## src/rtl/lt_bank.sv

```systemverilog
// Clock-synchronous bank of gated latches: per-channel gate filter, three capture modes, inverted bus and update strobe.
// Latency 0 (MODE 0 pass-through) or 1 cycle (MODE 1/2); no backpressure, inputs sampled every edge.
module lt_bank #(
   parameter int WIDTH = 4,
   parameter int CHANNELS = 4,
   parameter int MODE = 0,
   parameter int FILTER = 0,
   parameter logic [WIDTH-1:0] INIT = '0
) (
   input  logic                      clk,
   input  logic                      reset,
   input  logic [CHANNELS-1:0]       nG,
   input  logic [CHANNELS*WIDTH-1:0] D,
   output logic [CHANNELS*WIDTH-1:0] P,
   output logic [CHANNELS*WIDTH-1:0] N,
   output logic [CHANNELS-1:0]       upd
);

   localparam int CW = (FILTER > 0) ? $clog2(FILTER + 1) : 1;

   for (genvar c = 0; c < CHANNELS; c++) begin : g_ch
      logic             ge;
      logic             gprev;
      logic             wr;
      logic             upd_r;
      logic [WIDTH-1:0] q;
      logic [WIDTH-1:0] d_c;

      assign d_c = D[c*WIDTH +: WIDTH];

      if (FILTER > 0) begin : g_filt
         logic          gf;
         logic [CW-1:0] fcnt;

         // A raw gate change must be seen on FILTER consecutive edges; any bounce restarts the count.
         always_ff @(posedge clk) begin
            if (reset) begin
               gf   <= 1'b1;
               fcnt <= '0;
            end else if (nG[c] == gf) begin
               fcnt <= '0;
            end else if (fcnt == CW'(FILTER - 1)) begin
               gf   <= nG[c];
               fcnt <= '0;
            end else begin
               fcnt <= fcnt + 1'b1;
            end
         end
         assign ge = gf;
      end else begin : g_nofilt
         assign ge = nG[c];
      end

      // Open-edge capture writes only on the first open cycle; other modes write whenever open.
      assign wr = (MODE == 2) ? (!ge && gprev) : !ge;

      always_ff @(posedge clk) begin
         if (reset) begin
            q     <= INIT;
            gprev <= 1'b1;
            upd_r <= 1'b0;
         end else begin
            gprev <= ge;
            if (wr) q <= d_c;
            upd_r <= wr && (d_c != q);
         end
      end

      assign upd[c]                = upd_r;
      assign P[c*WIDTH +: WIDTH]   = (MODE == 0 && !ge) ? d_c : q;
   end

   assign N = ~P;

endmodule
```

## config.mk

```make
export PLATFORM = sky130hd
export DESIGN_NAME = lt_bank
export DESIGN_NICKNAME = d
export VERILOG_FILES = /design/src/rtl/lt_bank.sv
export SDC_FILE = /design/constraint.sdc
export NUM_CORES = 1
export LEC_CHECK = 0
export ABC_CLOCK_PERIOD_IN_PS = 2090
export BUFFER_PORTS_ARGS = -buffer_cell sky130_fd_sc_hd__buf_4
export CORE_MARGIN = 1
export CORE_UTILIZATION = 45
export DETAILED_ROUTE_END_ITERATION = 7
export PLACE_DENSITY = 0.87
export REMOVE_ABC_BUFFERS = 1
export SLEW_MARGIN = 20
export SYNTH_ARGS = -nofsm -noshare
export SYNTH_HDL_FRONTEND = slang
export SYNTH_SLANG_ARGS = --single-unit
```

## constraint.sdc

```tcl
create_clock -name clk -period 2.09 [get_ports clk]
set_clock_uncertainty 0.05 [all_clocks]
set_input_delay 0.1045 -clock clk [delete_from_list [all_inputs] [get_ports clk]]
set_output_delay 0.1045 -clock clk [all_outputs]
set_load 0.01 [all_outputs]
```

# Yosys cells after proc, flatten, opt, wreduce, memory -nomap -nowiden
# Index checks and enable logic that the tools add are counted.
[op_classes] n_eq_ne=4 muxes=4 n_bitwise=1 reduce_logical=8
[ops] operator="two-way mux 4 bit" count=4
[ops] operator="!= test 4 bit" count=4
[ops] operator="NOT 16 bit" count=1
[ops] operator="logical AND 1 bit" count=4
[ops] operator="logical NOT 1 bit" count=4
[word_totals] ff_bits=20 inputBits=22 elab_cells=25

# Logic depth before layout (Yosys ltp)
# Gate-level depths: netlist (run 1).
[depth] depth_word=2 mapped_depth=3

# Least setup slack after synthesis (run 1)
# OpenSTA, ideal clock, no wires.
[synth_timing] kind="register -> register" start="register g_ch[0].q[0]" end="register g_ch[0].upd_r" setup_time_ps=125 arrival_time_ps=818 path_slack_ps=1097 path_stages_with_launch=3 period_less_slack_ps=993 path_cell_list="dfxtp_1 -> xor2_1 -> o41a_1"
[synth_via] elab_chain_cells=2
[synth_lines] item="from (decl)" line_no="26" text="logic [WIDTH-1:0] q;"
[synth_lines] item="from (signal assigned)" line_no="59" text="q <= INIT;"
[synth_lines] item="from (signal assigned)" line_no="64" text="if (wr) q <= d_c;"
[synth_lines] item="!= test 4 bit" line_no="65" text="upd_r <= wr && (d_c != q);"
[synth_lines] item="logical AND 1 bit" line_no="65"
[synth_lines] item="to (signal assigned)" line_no="65"
[synth_lines] item="to (decl)" line_no="25" text="logic upd_r;"
# No other way between the ends.
# A chain may end at the register's enable or synchronous reset.

# Worst setup path in the final report (run 1)
[layout_timing] start="register g_ch[1].q[1]" end="output P[5]"
[layout_via] elab_chain_cells=1
[layout_lines] item="from (decl)" line_no="26"
[layout_lines] item="from (signal assigned)" line_no="59"
[layout_lines] item="from (signal assigned)" line_no="64"
[layout_lines] item="two-way mux 4 bit" line_no="70" text="assign P[c*WIDTH +: WIDTH] = (MODE == 0 && !ge) ? d_c : q;"
[layout_lines] item="to (decl)" line_no="14" text="output logic [CHANNELS*WIDTH-1:0] P,"
# No other way between the ends.

==> results.json, run 1 <==
{
  "outcome": "completed",
  "p_clk_frac": 0.213,
  "wl_per_cell_um": 10.7,
  "coreArea_mm2": 0.00196,
  "routed_via_density": 4.47,
  "synth_edf_count": 0,
  "combPwrFrac": 0.286,
  "final.setup.tns_ns": 0,
  "required_ns": 1.94,
  "grt_max_degree": 21,
  "wl_met2_um": 959,
  "ir_worst_vdd_v": 0.000436,
  "criticalPathCategory": "register to output pin",
  "antenna_found_initial": 0,
  "cap_violations": 0,
  "power_frac_seq": 0.501,
  "post-cts-setup-buffer-count": 0,
  "switching_power_mw": 0.235,
  "syn_avg_cell_area_um2": 9.20,
  "num_antenna_cells": 0,
  "endpoint_kind": "output pin",
  "layout_min_cycle_time_ns": 1.26,
  "gp_congestion": 0.747,
  "dr.pass1.iters": 4,
  "cp_max_fo": 3,
  "portBuffers": 57,
  "wirelength_um": 1920,
  "path_clk_slew_ns": 0.11,
  "cts_root_buf": "clkbuf_4",
  "worst-slew-pin-transition_ns": 0.293,
  "clk_latency_ns": 0.29,
  "synth-main-ff-cell": "dfxtp_1",
  "synth.top_cell.area_share": 0.427,
  "vias": 801,
  "drv_slew": 0,
  "p_per_area_mw_per_mm2": 610,
  "io_pins": 58,
  "final-setup-viol-count": 0,
  "yosys-top-cells-area": "dfxtp_1 (43%), mux2i_1 (17%), xor2_1 (15%)",
  "cp-start-kind": "register",
  "final_util": 0.696,
  "dr.max_layer_used": "met4",
  "postSynthCellCount": 102,
  "wl_met3_um": 153,
  "clockBufferDepth": 2,
  "fillCellCount": 166,
  "die_height_um": 47.7,
  "drive_gt1_frac": 0.395,
  "overflow": 0,
  "rsz0062_at_grt": "false",
  "ys_seq_area_frac": 0.427,
  "htree_levels": 1,
  "cts_sinks": 20,
  "drt_iter0_markers": 10,
  "drc_errors": 0,
  "async_flop_share": 0,
  "internal-power_mw": 0.598,
  "maxSlewHeadroom": 0.799,
  "start_util": 0.478,
  "synthTopCellsByCount": "dfxtp_1 (20), nor2_1 (20), inv_1 (16), mux2i_1 (16), xor2_1 (16)",
  "final_net_count": 176,
  "cts_tree": "yes",
  "synth.largest_area_cell": "dfxtp_1",
  "hold_violations": 0,
  "synth_area_um2": 938,
  "swShare": 0.282,
  "rows": 16,
  "grt_pass1_vias": 643,
  "synth_cell_type_count": 9,
  "dp_hpwl_um": 1510,
  "leakagePower_nw": 0.789,
  "clock.fmax_mhz": 792,
  "die_area_mm2": 0.00227,
  "cts_hold_buf": 0,
  "post-route-period-util": 0.604,
  "wl_met1_um": 784,
  "cts-resized-gates": 0,
  "seqCellArea_um2": 400,
  "ant_nets": 0,
  "synthToLayoutAreaGrowth_pct": 45.5,
  "die_x_um": 47.7,
  "multi_input_area_um2": 420,
  "grtUsageTotal": 0.169,
  "min_path_type": "primary input to register",
  "cp_data_arrival_time_ns": 1.11,
  "grt_pass1_wl_um": 2610,
  "yosys_warnings": 0,
  "numCtsBuffers": 3,
  "ys_seq_elements": 20
}
kinds of logic (layout without fill, tap and decap cells):
kind of cell           Yosys count  count (layout)  share of synthesized area
buffers and inverters           26              76                      0.125
XOR/XNOR                        16              16                      0.149
flip-flops                      20              20                      0.427
AO/OA/AOI/OAI                    4               4                     0.0480
multiplexers                    16              16                      0.171
AND/OR/NAND/NOR                 20              20                     0.0800
final timing paths:
| path | slack (ns) | end | depth (start not counted) | start |
|---|---|---|---|---|
| min | 0.05 | g_ch[2].q[2]$_SDFF_PP0_ | 3 | D[10] |
| max reg2reg | 1.03 | g_ch[2].upd_r$_SDFF_PP0_ | 2 | g_ch[2].q[3]$_SDFF_PP0_ |
| min reg2reg | 0.52 | g_ch[0].q[2]$_SDFF_PP0_ | 2 | g_ch[0].q[2]$_SDFF_PP0_ |
| max | 0.83 | P[5] | 3 | g_ch[1].q[1]$_SDFF_PP0_ |
state kept, by name (all words and copies together) (netlist names):
name,flops
g_ch.q,16
g_ch.upd_r,4
metrics by stage:
stage	power, mW	cell area, um2	cells	setup slack [ns]	hold slack (ns)
global route	0.882	1370	179	0.712	0.0568
detailed placement	0.666	1340	176	1.05	0.363
CTS	0.844	1370	179	0.814	0.0482
floorplan	0.524	881	92	1.10	0.127
finish	0.832	1370	179	0.828	0.0506
global placement	0.657	1340	176	1.09	0.346
power groups by stage:
| stage | registers [mW] | logic, mW | clock network, mW |
|---|---|---|---|
| 2_1_floorplan | 0.426 | 0.0974 | 0 |
| 3_3_place_gp | 0.424 | 0.233 | 0 |
| 3_5_place_dp | 0.426 | 0.240 | 0 |
| 4_1_cts | 0.417 | 0.241 | 0.185 |
| 5_1_grt | 0.420 | 0.263 | 0.200 |
| 6_report | 0.417 | 0.238 | 0.177 |
routing by layer:
| metal | GRT usage | vias to the layer above |
|---|---|---|
| met2 | 0.312 | 37 |
| li1 | - | 413 |
| met1 | 0.182 | 349 |
| met4 | 0.100 | 0 |
| met5 | 0 | - |
| met3 | 0.0226 | 2 |
worst max-delay path, stage by stage, from the launching register on:
cell and delay (ns):
dfxtp_1 0.34, mux2i_1 0.27, inv_1 0.07, buf_4 0.14
final cells by class:
type                       count  share of cell area
inverter                      16              0.0440
multi-input combinational     56               0.308
tap                           27              0.0247
timing repair buffer          57               0.313
sequential                    20               0.293
clock buffer                   3              0.0165
layout by cell type (no fill, tap or decap):
master / count
buf_4: 57
dfxtp_1: 20
inv_1: 16
xor2_1: 16
clkbuf_4: 3
o41a_1: 4
mux2i_1: 16
nor2_1: 20
Note: power is estimated with default switching activity, not from simulation.
==> inputs of run 2 (changes only) <==
--- a/config.mk
+++ b/config.mk
@@ -5,12 +5,13 @@
 export SDC_FILE = /design/constraint.sdc
 export NUM_CORES = 1
 export LEC_CHECK = 0
-export ABC_CLOCK_PERIOD_IN_PS = 2090
+export ABC_AREA = 1
+export ABC_CLOCK_PERIOD_IN_PS = 1100
 export BUFFER_PORTS_ARGS = -buffer_cell sky130_fd_sc_hd__buf_4
 export CORE_MARGIN = 1
-export CORE_UTILIZATION = 45
+export CORE_UTILIZATION = 41
 export DETAILED_ROUTE_END_ITERATION = 7
-export PLACE_DENSITY = 0.87
+export PLACE_DENSITY = 0.8
 export REMOVE_ABC_BUFFERS = 1
 export SLEW_MARGIN = 20
 export SYNTH_ARGS = -nofsm -noshare
==> constraint.sdc (replaced) <==
create_clock -name clk -period 1.1 [get_ports clk]
set_clock_uncertainty 0.05 [all_clocks]
set_input_delay 0.055 -clock clk [delete_from_list [all_inputs] [get_ports clk]]
set_output_delay 0.055 -clock clk [all_outputs]
set_load 0.01 [all_outputs]
==> run 2 against run 1 <==
Compared with the run above:
- the flow now finishes with violations (hold timing, setup timing)
- first-iteration DRC count grew 10%
- count of clock-buffer cells in the layout grew 1
- die area grew 35%
- critical path type unchanged
- critical endpoint is now P[15]
- largest cell class unchanged
- largest power group unchanged
- highest routed layer unchanged
==> results.json, run 2 <==
{
  "die_height_um": 55.4,
  "drv_slew": 0,
  "path_clk_slew_ns": 0.12,
  "final_net_count": 288,
  "yosys_warnings": 0,
  "cp_max_fo": 3,
  "synth_most_common_cell": "nand2_1",
  "wl_per_cell_um": 10.4,
  "drc_errors": 0,
  "combPwrFrac": 0.393,
  "outcome": "complete, but fails checks",
  "yosys-top-cells-area": "dfxtp_1 (34%), nand2_1 (21%), inv_1 (15%)",
  "ir_worst_vdd_v": 0.00110,
  "final-setup-viol-count": 12,
  "whs_ns": -0.0363,
  "grt_max_degree": 21,
  "clockBufferDepth": 2,
  "rsz0062_at_grt": "true",
  "synth.top_cell.area_share": 0.343,
  "layout_min_cycle_time_ns": 1.13,
  "dp_hpwl_um": 1830,
  "synth.largest_area_cell": "dfxtp_1",
  "postSynthCellCount": 190,
  "final_common_cell": "buf_4",
  "endpoint_kind": "output pin",
  "crit_start": "g_ch[3].q[3]$_SDFF_PP0_",
  "p_per_area_mw_per_mm2": 1040,
  "cts_root_buf": "clkbuf_4",
  "cp-start-kind": "register",
  "wirelength_um": 3070,
  "cts_sinks": 20,
  "place_ws_ns": 0.279,
  "final_cell_mix": "buf_4 (58), nand2_1 (50), inv_1 (25)",
  "io_pins": 58,
  "swShare": 0.312,
  "ys_seq_area_frac": 0.343,
  "dpl_cell_area_mm2": 0.00155,
  "die_area_mm2": 0.00307,
  "clk_latency_ns": 0.30,
  "p_clk_frac": 0.210,
  "synth_edf_count": 0,
  "synth-main-ff-cell": "dfxtp_1",
  "criticalPathCategory": "register to output pin",
  "violations": "hold timing, setup timing",
  "finalWorstSetupSlack_ns": -0.0265,
  "cap_violations": 0,
  "worst-slew-pin-transition_ns": 0.217,
  "ant_nets": 0,
  "htree_levels": 1,
  "synth_cell_type_count": 11,
  "portBuffers": 57,
  "maxSlewHeadroom": 0.855,
  "die_x_um": 55.4,
  "rr_startpoint": "g_ch[2].q[2]$_SDFF_PP0_",
  "cp_data_arrival_time_ns": 1.02,
  "async_flop_share": 0,
  "post-route-period-util": 1.02,
  "gp_congestion": 0.732,
  "synthTopCellsByCount": "nand2_1 (64), inv_1 (48), nor2_1 (24)",
  "num_antenna_cells": 0,
  "synthToLayoutAreaGrowth_pct": 68.7,
  "syn_avg_cell_area_um2": 6.15,
  "hold_start": "D[13]",
  "required_ns": 1.00,
  "dr.pass1.iters": 4,
  "overflow": 0,
  "power_frac_seq": 0.396,
  "grt_pass1_vias": 1175,
  "largest-register": "g_ch.q",
  "drive_gt1_frac": 0.581,
  "drt_iter0_markers": 11,
  "ys_seq_elements": 20,
  "internal-power_mw": 1.41,
  "routed_via_density": 4.44,
  "leakagePower_nw": 1.11,
  "synth_area_mm2": 0.00117,
  "switching_power_mw": 0.638,
  "antenna_found_initial": 0,
  "clock.fmax_mhz": 888,
  "reg_top3": "g_ch.q x16, g_ch.upd_r x4",
  "vias": 1310,
  "final.setup.tns_ns": -0.124,
  "largest_reg_flops": 16,
  "grtUsageTotal": 0.182,
  "hold_violations": 6,
  "coreArea_mm2": 0.00259,
  "dpl.cell_count": 267,
  "rows": 18,
  "min_path_type": "primary input to register",
  "postLayoutCellArea_mm2": 0.00197,
  "cts_tree": "yes",
  "numCtsBuffers": 3,
  "grt_pass1_wl_um": 4530,
  "start_util": 0.451,
  "final_cell_count_no_fill": 295
}
-- run 2: changes by cell type after synthesis, moves of 12 or more --
cell	previous run	this run
mux2i_1	16	0
o21ai_2	0	12
nand2_1	0	64
inv_1	16	48
xor2_1	16	0
-- run 2: layout make-up --
| type | instances | area (um2) |
|---|---|---|
| repair buffers | 81 | 694 |
| fillers | 194 | 618 |
| multi-input cells | 112 | 603 |
| flip-flops and latches | 20 | 420 |
| inverters | 48 | 180 |
| well taps | 30 | 37.5 |
| clock buffers | 4 | 36.3 |
-- run 2: worst paths after layout --
kind                                                 to  slack, ns  cells after the start
worst max-delay path                              P[15]      -0.03                      5
worst max register to register  g_ch[2].q[2]$_SDFF_PP0_       0.05                      7
worst min-delay path            g_ch[3].q[1]$_SDFF_PP0_      -0.04                      3
worst min register to register  g_ch[3].q[1]$_SDFF_PP0_       0.51                      4
-- run 2: power groups by stage --
stage               logic [mW]  clock network, mW  registers, mW
finish                   0.805              0.431          0.811
global route             0.872              0.481          0.816
CTS                      0.691              0.450          0.810
detailed placement       0.572                  0          0.811
global placement         0.560                  0          0.810
floorplan                0.266                  0          0.813
-- run 2: cells by family (layout without fill, tap and decap cells) --
kind of cell | after synthesis | in the layout | synth area share
compound gates | 20 | 20 | 0.124
buf+inv | 58 | 133 | 0.229
flops | 20 | 20 | 0.343
simple gates | 92 | 92 | 0.304
-- run 2: through the flow --
step | power, mW | utilization
after floorplan | 1.08 | -
after global placement | 1.37 | 0.597
after detailed placement | 1.38 | 0.597
after CTS | 1.95 | 0.696
after global routing | 2.17 | 0.761
final | 2.05 | 0.761
-- run 2: per-layer routing --
layer	share of wire	global-route usage
met2	0.52	0.353
met1	0.39	0.185
met5	0	0
met3	0.059	0.0679
met4	0.028	0.0321
-- run 2: worst max-delay path, stage by stage, from the launching register on --
cell,delay [ns]
dfxtp_2,0.34
inv_2,0.05
nand2_2,0.06
o21ai_4,0.09
inv_2,0.05
buf_6,0.11
-- run 2: timing repair --
action,CTS,global route
gates resized for setup,61,26
setup buffers,13,11
setup endpoints to repair,24,32
hold endpoints to repair,9,6
==> inputs of run 3 (changes only) <==
--- a/config.mk
+++ b/config.mk
@@ -6,12 +6,13 @@
 export NUM_CORES = 1
 export LEC_CHECK = 0
 export ABC_AREA = 1
-export ABC_CLOCK_PERIOD_IN_PS = 1100
+export ABC_CLOCK_PERIOD_IN_PS = 1200
 export BUFFER_PORTS_ARGS = -buffer_cell sky130_fd_sc_hd__buf_4
+export CAP_MARGIN = 20
 export CORE_MARGIN = 1
-export CORE_UTILIZATION = 41
+export CORE_UTILIZATION = 45
 export DETAILED_ROUTE_END_ITERATION = 7
-export PLACE_DENSITY = 0.8
+export PLACE_DENSITY = 0.83
 export REMOVE_ABC_BUFFERS = 1
 export SLEW_MARGIN = 20
 export SYNTH_ARGS = -nofsm -noshare
==> constraint.sdc (replaced) <==
create_clock -name clk -period 1.2 [get_ports clk]
set_clock_uncertainty 0.05 [all_clocks]
set_input_delay 0.06 -clock clk [delete_from_list [all_inputs] [get_ports clk]]
set_output_delay 0.06 -clock clk [all_outputs]
set_load 0.01 [all_outputs]
==> run 3 against run 2 <==
Compared with the run above:
- die area shrank 8.6%
- design area down 14%
- global-route usage decreased by 1.1 points
- count of clock-buffer cells in the layout fell by 1
- worst hold slack better by 0.011 ns
- final cell count is 7.1% lower
- combinational power shrank 29%
- the flow finishes with violations (hold timing)
- utilization down 7.3 points
==> results.json, run 3 (synthesis gave the netlist of run 2 again) <==
{
  "grt_pass1_wl_um": 3530,
  "clock.fmax_mhz": 840,
  "dr.pass1.iters": 3,
  "dpl_cell_area_mm2": 0.00155,
  "htree_levels": 1,
  "required_ns": 1.09,
  "cp_slowest_stage_delay_ns": 0.54,
  "overflow": 0,
  "power_frac_seq": 0.454,
  "cap_violations": 0,
  "critPathMostFrequentCell": "buf_4",
  "rsz0062_at_grt": "true",
  "final_util": 0.689,
  "path_cells": "dlygate4sd3_1 -> buf_4 -> o21ai_2 -> inv_1 -> buf_4",
  "p_clk_frac": 0.194,
  "drc_errors": 0,
  "path_delay_family": "buffers and inverters",
  "switching_power_mw": 0.510,
  "worst-slew-pin-transition_ns": 0.213,
  "criticalPathCategory": "primary input to output pin",
  "drv_slew": 0,
  "outcome": "complete, but fails checks",
  "rr_endpoint": "g_ch[0].upd_r$_SDFF_PP0_",
  "critPathBufInv": 4,
  "hold_depth": 3,
  "wl_per_cell_um": 8.77,
  "final_cell_count_no_fill": 274,
  "cts_tree": "yes",
  "coreArea_mm2": 0.00245,
  "drt_iter0_markers": 13,
  "maxSlewHeadroom": 0.858,
  "leakagePower_nw": 0.993,
  "grt_pass1_vias": 868,
  "internal-power_mw": 1.11,
  "ant_nets": 0,
  "endpoint_kind": "output pin",
  "cts_sinks": 20,
  "clockBufferDepth": 2,
  "hold_start": "D[0]",
  "portBuffers": 57,
  "io_pins": 58,
  "cp_max_fo": 3,
  "die_x_um": 53.0,
  "dr.max_layer_used": "met4",
  "reg2reg_depth": 5,
  "p_per_area_mw_per_mm2": 955,
  "num_antenna_cells": 0,
  "vias": 1183,
  "r2r_slack_ns": 0.30,
  "grtUsageTotal": 0.171,
  "power_mw": 1.62,
  "largest_reg_flops": 16,
  "grt_max_degree": 21,
  "rr_startpoint": "g_ch[0].q[0]$_SDFF_PP0_",
  "die_area_mm2": 0.00280,
  "post-route-period-util": 0.992,
  "synthToLayoutAreaGrowth_pct": 44.6,
  "final_cell_mix": "nand2_1 (60), buf_4 (54), inv_1 (42)",
  "dpl.cell_count": 267,
  "cp-start-kind": "primary input",
  "wl_met2_um": 1190,
  "reg_top3": "g_ch.q x16, g_ch.upd_r x4",
  "start_util": 0.476,
  "path_clk_slew_ns": 0.11,
  "swShare": 0.316,
  "layout_min_cycle_time_ns": 1.19,
  "hold_end": "g_ch[0].q[0]$_SDFF_PP0_",
  "hold_violations": 10,
  "antenna_found_initial": 0,
  "die_height_um": 53.0,
  "cts_hold_buf": 6,
  "violations": "hold timing",
  "wl_met1_um": 1060,
  "cp_data_arrival_time_ns": 1.08,
  "final_common_cell": "nand2_1",
  "routed_via_density": 4.32,
  "largest-register": "g_ch.q",
  "dp_hpwl_um": 1700,
  "wl_met3_um": 141,
  "clk_latency_ns": 0.29,
  "final_net_count": 268,
  "cp.depth": 5,
  "whs_ns": -0.0253,
  "fillCellCount": 224,
  "rows": 18,
  "drive_gt1_frac": 0.369,
  "min_path_type": "primary input to register",
  "combPwrFrac": 0.352,
  "numCtsBuffers": 3,
  "cp_slowest_cell": "dlygate4sd3_1",
  "cts_root_buf": "clkbuf_4",
  "ir_worst_vdd_v": 0.000720,
  "final-setup-viol-count": 0,
  "gp_congestion": 0.696,
  "wirelength_um": 2400,
  "postLayoutCellArea_mm2": 0.00169
}
## run 3: per-stage QoR
step | worst slack, ns | TNS, ns
2_1_floorplan | 0.408 | 0
3_3_place_gp | 0.389 | 0
3_5_place_dp | 0.362 | 0
4_1_cts | 0.000927 | 0
5_1_grt | -0.0376 | -0.107
6_report | 0.0101 | 0
## run 3: routing by layer
| layer | vias to the layer above | GRT usage |
|---|---|---|
| li1 | 645 | - |
| met1 | 503 | 0.203 |
| met2 | 33 | 0.291 |
| met3 | 2 | 0.0431 |
| met4 | 0 | 0.0658 |
| met5 | - | 0 |
## run 3: cell type report
| type | count | area, um2 | share of cell area |
|---|---|---|---|
| inverters | 48 | 180 | 0.107 |
| flip-flops and latches | 20 | 408 | 0.241 |
| well taps | 30 | 37.5 | 0.0222 |
| repair buffers | 61 | 479 | 0.283 |
| multi-input cells | 112 | 563 | 0.333 |
| clock buffers | 3 | 22.5 | 0.0133 |
## run 3: worst reg2reg max path: cells and delay by family (launching register included)
family	cells	cell delay, ns
flops	1	0.34
simple gates	3	0.21
compound gates	1	0.08
buf+inv	1	0.12
## run 3: power by group through the flow
stage          Clock, mW  Sequential [mW]  Combinational, mW
2_1_floorplan          0            0.746              0.244
3_3_place_gp           0            0.742              0.509
3_5_place_dp           0            0.745              0.519
4_1_cts            0.336            0.729              0.536
5_1_grt            0.361            0.740              0.631
6_report           0.313            0.734              0.568
## run 3: worst max-delay path by stage
stage / from / end / slack (ns)
final: D[15] / P[15] / 0.01
after global routing: D[15] / P[15] / -0.04
after CTS: g_ch[1].q[3]$_SDFF_PP0_ / P[7] / 0.0009
after detailed placement: g_ch[1].q[3]$_SDFF_PP0_ / P[7] / 0.36
after global placement: g_ch[0].q[3]$_SDFF_PP0_ / P[3] / 0.39
after floorplan: g_ch[2].q[2]$_SDFF_PP0_ / P[10] / 0.41
## run 3: repair_timing
| action | in CTS | in global routing |
|---|---|---|
| endpoints found under the hold margin | 12 | 9 |
| buffers inserted | 0 | 2 |
| setup endpoints to repair | 0 | 17 |
| resized for setup | 0 | 27 |
